--- config.mk ---
export PLATFORM = sky130hd
export DESIGN_NAME = mcdf_formatter
export DESIGN_NICKNAME = d
export VERILOG_FILES = /design/src/rtl/mcdf_fmt_pkg.sv /design/src/rtl/fmt_pkt_buf.sv /design/src/rtl/mcdf_formatter.sv
export SDC_FILE = /design/constraint.sdc
export NUM_CORES = 1
export LEC_CHECK = 0
export BUFFER_PORTS_ARGS = -buffer_cell sky130_fd_sc_hd__buf_2
export CAP_MARGIN = 20
export CORE_AREA = 3 3 271 273
export CTS_BUF_LIST = sky130_fd_sc_hd__clkbuf_4
export DETAILED_ROUTE_END_ITERATION = 16
export DIE_AREA = 0 0 274 276
export PLACE_DENSITY = 0.72
export SLEW_MARGIN = 20
export SYNTH_ARGS = -nofsm -noshare
export SYNTH_HDL_FRONTEND = slang
export SYNTH_SLANG_ARGS = --single-unit
--- constraint.sdc ---
create_clock -name clk_i -period 6 [get_ports clk_i]
set_input_delay 0.6 -clock clk_i [delete_from_list [all_inputs] [get_ports clk_i]]
set_output_delay 0.6 -clock clk_i [all_outputs]
set_load 0.1 [all_outputs]
--- src/rtl/mcdf_fmt_pkg.sv ---
// mcdf_fmt_pkg: shared state encoding, ID sentinel and length decode for the formatter
package mcdf_fmt_pkg;

   typedef enum logic [2:0] {IDLE, IDREQ, IDWAIT, COLLECT, REQ, SEND} fmt_state_e;

   localparam logic [1:0] ID_NONE = 2'd3;

   function automatic logic [5:0] decode_len(input logic [2:0] sel);
      return sel == 3'd0 ? 6'd4 : sel == 3'd1 ? 6'd8 : sel == 3'd2 ? 6'd16 : 6'd32;
   endfunction

endpackage

--- src/rtl/fmt_pkt_buf.sv ---
// fmt_pkt_buf: single-packet word buffer with write/read pointers and combinational read
module fmt_pkt_buf #(
   parameter int DW    = 32,
   parameter int DEPTH = 32,
   parameter int AW    = $clog2(DEPTH)
) (
   input  logic          clk_i,
   input  logic          rstn_i,
   input  logic          clr_i,
   input  logic          wr_i,
   input  logic [DW-1:0] wdata_i,
   input  logic          rd_i,
   output logic [DW-1:0] rdata_o
);

   logic [DW-1:0] mem_q [DEPTH];
   logic [AW-1:0] wr_ptr_q, rd_ptr_q;

   // pointers restart at every new packet; clear wins over any access
   always_ff @(posedge clk_i or negedge rstn_i)
      if (!rstn_i) begin
         wr_ptr_q <= '0;
         rd_ptr_q <= '0;
      end else if (clr_i) begin
         wr_ptr_q <= '0;
         rd_ptr_q <= '0;
      end else begin
         wr_ptr_q <= wr_i ? wr_ptr_q + AW'(1) : wr_ptr_q;
         rd_ptr_q <= rd_i ? rd_ptr_q + AW'(1) : rd_ptr_q;
      end

   // storage needs no reset: a word is only read after it was written this packet
   always_ff @(posedge clk_i)
      if (wr_i) mem_q[wr_ptr_q] <= wdata_i;

   assign rdata_o = mem_q[rd_ptr_q];

endmodule

--- src/rtl/mcdf_formatter.sv ---
// mcdf_formatter: fetches a channel ID, buffers one packet, then bursts it out framed
// Optional packet parity output enabled by defining MCDF_FMT_PARITY_EN.
module mcdf_formatter
   import mcdf_fmt_pkg::*;
#(
   parameter int DW      = 32,
   parameter int MAX_LEN = 32,
   parameter int LEN_W   = 6
) (
   input  logic             clk_i,
   input  logic             rstn_i,
   output logic             f2a_id_req_o,
   output logic             f2a_ack_o,
   input  logic             a2f_val_i,
   input  logic [1:0]       a2f_id_i,
   input  logic [DW-1:0]    a2f_data_i,
   input  logic [2:0]       a2f_pkglen_sel_i,
   output logic             fmt_req_o,
   input  logic             fmt_grant_i,
   output logic [1:0]       fmt_chid_o,
   output logic [LEN_W-1:0] fmt_length_o,
   output logic [DW-1:0]    fmt_data_o,
   output logic             fmt_start_o,
   output logic             fmt_end_o
`ifdef MCDF_FMT_PARITY_EN
   ,
   output logic             fmt_parity_o
`endif
);

   fmt_state_e       state_q, state_d;
   logic [1:0]       chid_q, chid_d;
   logic [LEN_W-1:0] len_q, len_d;
   logic [LEN_W-1:0] cnt_q, cnt_d;
   logic             buf_clr, buf_wr, buf_rd;
   logic [DW-1:0]    buf_rdata;

   fmt_pkt_buf #(.DW(DW), .DEPTH(MAX_LEN)) u_buf (
      .clk_i   (clk_i),
      .rstn_i  (rstn_i),
      .clr_i   (buf_clr),
      .wr_i    (buf_wr),
      .wdata_i (a2f_data_i),
      .rd_i    (buf_rd),
      .rdata_o (buf_rdata)
   );

   // state, latched packet header and the shared collect/send word counter
   always_ff @(posedge clk_i or negedge rstn_i)
      if (!rstn_i) begin
         state_q <= IDLE;
         chid_q  <= '0;
         len_q   <= '0;
         cnt_q   <= '0;
      end else begin
         state_q <= state_d;
         chid_q  <= chid_d;
         len_q   <= len_d;
         cnt_q   <= cnt_d;
      end

   // next state and Moore/Mealy outputs; every output defaults to 0
   always_comb begin
      state_d      = state_q;
      chid_d       = chid_q;
      len_d        = len_q;
      cnt_d        = cnt_q;
      buf_clr      = 1'b0;
      buf_wr       = 1'b0;
      buf_rd       = 1'b0;
      f2a_id_req_o = 1'b0;
      f2a_ack_o    = 1'b0;
      fmt_req_o    = 1'b0;
      fmt_chid_o   = '0;
      fmt_length_o = '0;
      fmt_data_o   = '0;
      fmt_start_o  = 1'b0;
      fmt_end_o    = 1'b0;
      unique case (state_q)
         IDLE: state_d = IDREQ;
         IDREQ: begin
            f2a_id_req_o = 1'b1;
            state_d      = IDWAIT;
         end
         IDWAIT:
            if (a2f_id_i == ID_NONE) state_d = IDLE;
            else begin
               chid_d  = a2f_id_i;
               len_d   = LEN_W'(decode_len(a2f_pkglen_sel_i));
               cnt_d   = '0;
               buf_clr = 1'b1;
               state_d = COLLECT;
            end
         COLLECT: begin
            f2a_ack_o = a2f_val_i && (cnt_q < len_q);
            buf_wr    = f2a_ack_o;
            if (buf_wr) begin
               cnt_d = cnt_q + LEN_W'(1);
               if (cnt_q == len_q - LEN_W'(1)) begin
                  cnt_d   = '0;
                  state_d = REQ;
               end
            end
         end
         REQ: begin
            fmt_req_o    = 1'b1;
            fmt_chid_o   = chid_q;
            fmt_length_o = len_q;
            if (fmt_grant_i) state_d = SEND;
         end
         SEND: begin
            fmt_chid_o   = chid_q;
            fmt_length_o = len_q;
            fmt_data_o   = buf_rdata;
            fmt_start_o  = cnt_q == '0;
            fmt_end_o    = cnt_q == len_q - LEN_W'(1);
            buf_rd       = 1'b1;
            cnt_d        = fmt_end_o ? '0 : cnt_q + LEN_W'(1);
            state_d      = fmt_end_o ? IDLE : SEND;
         end
         default: state_d = IDLE;
      endcase
   end

`ifdef MCDF_FMT_PARITY_EN
   logic par_q;

   // running XOR of every collected bit, restarted when a new packet is accepted
   always_ff @(posedge clk_i or negedge rstn_i)
      if (!rstn_i) par_q <= 1'b0;
      else if (buf_clr) par_q <= 1'b0;
      else if (buf_wr) par_q <= par_q ^ (^a2f_data_i);

   assign fmt_parity_o = fmt_end_o & par_q;
`endif

endmodule

==> qor.yml <==
place:
  gp_congestion: 0.808
  pre_cts_slack_ns: 1.74
  portBuffers: 83
  hpwl_microns: 54200
critical_path:
  path_class: "reg -> out"
  path_max_fanout: 125
  ff2ff_path_depth: 7
  slowest_stage: "a211oi_1"
  arrival_ns: 4.59
  regToRegSetupSlack_ns: 1.96
  cp_cell_sequence: "buf_12, mux4_2, a211oi_1, a211oi_1, buf_2"
  cp_common_cell: "a211oi_1"
  critPathCaptureType: "output pin"
  start_kind: "flip-flop"
  r2r_start: "len_q[3]"
  crit_required_ns: 5.40
  cpPeakStageDelay_ns: 0.90
  r2r_end: "u_buf.mem_q[27][26]"
hold_path:
  min_path_cells: 4
  hp-class: "in -> reg"
  hold_path_end: "chid_q[0]"
  min_from: "a2f_id_i[0]"
sta:
  drv_slew: 0
  finalHoldViolCount: 0
  tns_ns: 0
  worst_slew_pin_slew_ns: 1.10
  max_clock_freq_mhz: 193
  maxSlewHeadroom: 0.268
  setup_slack_ns: 0.812
  setup_violations: 0
  rsz0062_at_grt: "no"
  skew_ns: 0.0681
  finalCritPeriodShare: 0.865
  layout_min_cycle_time_ns: 5.19
power_and_ir_drop:
  ir_drop_v: 0.000235
  power.density_nw_per_um2: 320
  power_leakage_nw: 14.5
yosys:
  synth_edf_count: 1024
  synth_xor_area_frac: 0.00260
  synth-compound-area-share: 0.0464
  synth_common_cells: "edfxtp_1 (1,024), mux4_2 (195), mux2i_1 (125), a211oi_1 (95), clkbuf_1 (57)"
  synth.distinct_cells: 53
  synth_area_leader_cell: "edfxtp_1"
  ys_top_cells_by_area: "edfxtp_1 (76%), mux4_2 (11%), mux2i_1 (3.1%)"
  synthMuxAreaShare: 0.140
  synth_simple_gate_area_frac: 0.0160
  yosys.area_share.adder: 0.00371
  synthArstFlopShare: 0.0238
  yosysMostFrequentCell: "edfxtp_1"
  avgSynthCellArea_sq_um: 21.3
  synth_top_family_by_area: "multiplexers"
  ys.flop_type: "edfxtp_1"
  yosys_warnings: 0
  syn-cell-area_sq_um: 40400
  synth_seq_cells: 1049
  yosysSeqAreaShare: 0.776
  yosys.area.top_type_share: 0.760
  synth_cells: 1896
final_layout:
  drive_gt1_frac: 0.329
  final_net_count: 2321
  area_growth_pct: 14.0
global_route:
  grt_usage: 0.265
  grt_max_degree: 126
  gr-total-overflow: 0
  grt_pass1_wl_microns: 144000
  antenna_found_initial: 5
  grt_pass1_vias: 22000
detailed_routing:
  totalWireLength_microns: 98700
  route.detailed.drc: 0
  wire_per_inst_microns: 29.1
  viasPerCell: 6.35
  dr.pass1.iters: 5
  ant_nets: 0
  vias: 21500
  dr.first_iter.drc_count: 3002
clock_tree:
  clk_latency_ns: 1.09
  cts-buffers-inserted: 278
  numClockSinks: 1049
  cts_tree: "yes"
  path_clk_slew_ns: 0.06
  ctsResizeCount: 0
  ctsRootBufferMaster: "clkbuf_4"
  ctsLongestPathBuffers: 4
  cts_htree_levels: 5
die:
  die-area_sq_um: 75600
  coreArea_sq_um: 71400
  die_h_microns: 276
  die_x_microns: 274
  rows: 98
  start_util: 0.567
  ios: 86
status:
  status: "complete, no violations"
flow_run:
  drv_cap: 0
power by group:
part,switching [W],total (W),internal [W]
clock,0.00271,0.00570,0.00299
combinational,0.000533,0.000788,0.000255
sequential,0.0000720,0.00826,0.00819
total,0.00332,0.0148,0.0114
per-layer routing:
metal	vias up	track usage	share of wire
li1	8923	-	-
met1	11100	0.366	0.38
met2	1305	0.404	0.48
met3	206	0.0762	0.11
met4	2	0.107	0.030
met5	-	0	0.00013
cells by family (layout without fill, tap and decap cells):
logic type / Yosys count / count (layout)
AOI/OAI and AO/OA: 249 / 249
xor gates and xnor gates: 12 / 12
adders and majority gates: 12 / 12
buffers and inverters: 122 / 654
DFF: 1049 / 1049
muxes: 320 / 320
other: 1 / 10
and+or+nand+nor: 131 / 131
cell type report:
cell class | instances | area (sq um)
Tap cell | 950 | 1190
Fill cell | 4805 | 25200
Multi-Input combinational cell | 726 | 8700
Clock inverter | 61 | 293
Inverter | 11 | 41.3
Timing Repair Buffer | 202 | 1640
Antenna cell | 8 | 20.0
Clock buffer | 380 | 2850
Sequential cell | 1049 | 31400
metrics by stage:
step | power (W) | cells | instance area (sq um) | hold WS (ns) | utilization
after CTS | 0.0149 | 3378 | 46100 | 0.196 | 0.646
after detailed placement | 0.00916 | 2892 | 42500 | 0.493 | 0.595
after floorplan | 0.00881 | 1897 | 40400 | 0.304 | -
after global routing | 0.0153 | 3386 | 46100 | 0.245 | 0.646
after global placement | 0.00908 | 2883 | 42300 | 0.472 | 0.592
final | 0.0148 | 3387 | 46100 | 0.315 | 0.646
state kept, by name, summed over array words and instances (netlist names):
| name | flops |
|---|---|
| state_q | 3 |
| len_q | 4 |
| u_buf.mem_q | 1024 |
| u_buf.rd_ptr_q | 5 |
| cnt_q | 6 |
| u_buf.wr_ptr_q | 5 |
| chid_q | 2 |
placed cells by master, fill, tap and decap left out, types with 9 or more instances in the layout:
cell type / Yosys / final
nor2_1: 54 / 21
ha_1: 12 / 12
buf_4: 13 / 60
o221ai_1: 31 / 31
clkinv_1: 0 / 45
edfxtp_1: 1024 / 1024
mux4_2: 195 / 195
a211oi_1: 95 / 95
nand3_1: 13 / 12
nor2_4: 0 / 33
dfrtp_1: 25 / 22
o21ai_0: 9 / 9
a22o_1: 32 / 32
o22ai_1: 32 / 32
buf_2: 25 / 84
a22oi_1: 31 / 31
dlygate4sd3_1: 0 / 44
clkbuf_4: 1 / 380
inv_1: 11 / 11
and2_1: 9 / 9
nand2_1: 16 / 16
mux2i_1: 125 / 125
timing repair:
item                       4_1_cts  5_1_grt
hold endpoints to repair      1054        0
hold buffers                    45        0
setup endpoints to repair        0        0
buffers inserted                 0        0
worst max-delay path, delay by kind of cell, from the launching register on:
kind,cells,cell delay [ns]
buffers and inverters,2,1.23
AO/OA/AOI/OAI,2,0.97
flip-flops,1,0.85
multiplexers,1,0.34
how the worst max path moves through the flow:
stage | startpoint | to
after global placement | u_buf.rd_ptr_q[0] | fmt_data_o[11]
after detailed placement | u_buf.rd_ptr_q[0] | fmt_data_o[11]
final | u_buf.rd_ptr_q[1] | fmt_data_o[17]
after global routing | u_buf.rd_ptr_q[0] | fmt_data_o[17]
after floorplan | u_buf.rd_ptr_q[0] | fmt_data_o[15]
after CTS | u_buf.rd_ptr_q[0] | fmt_data_o[11]
(Power assumes the default switching activity.)
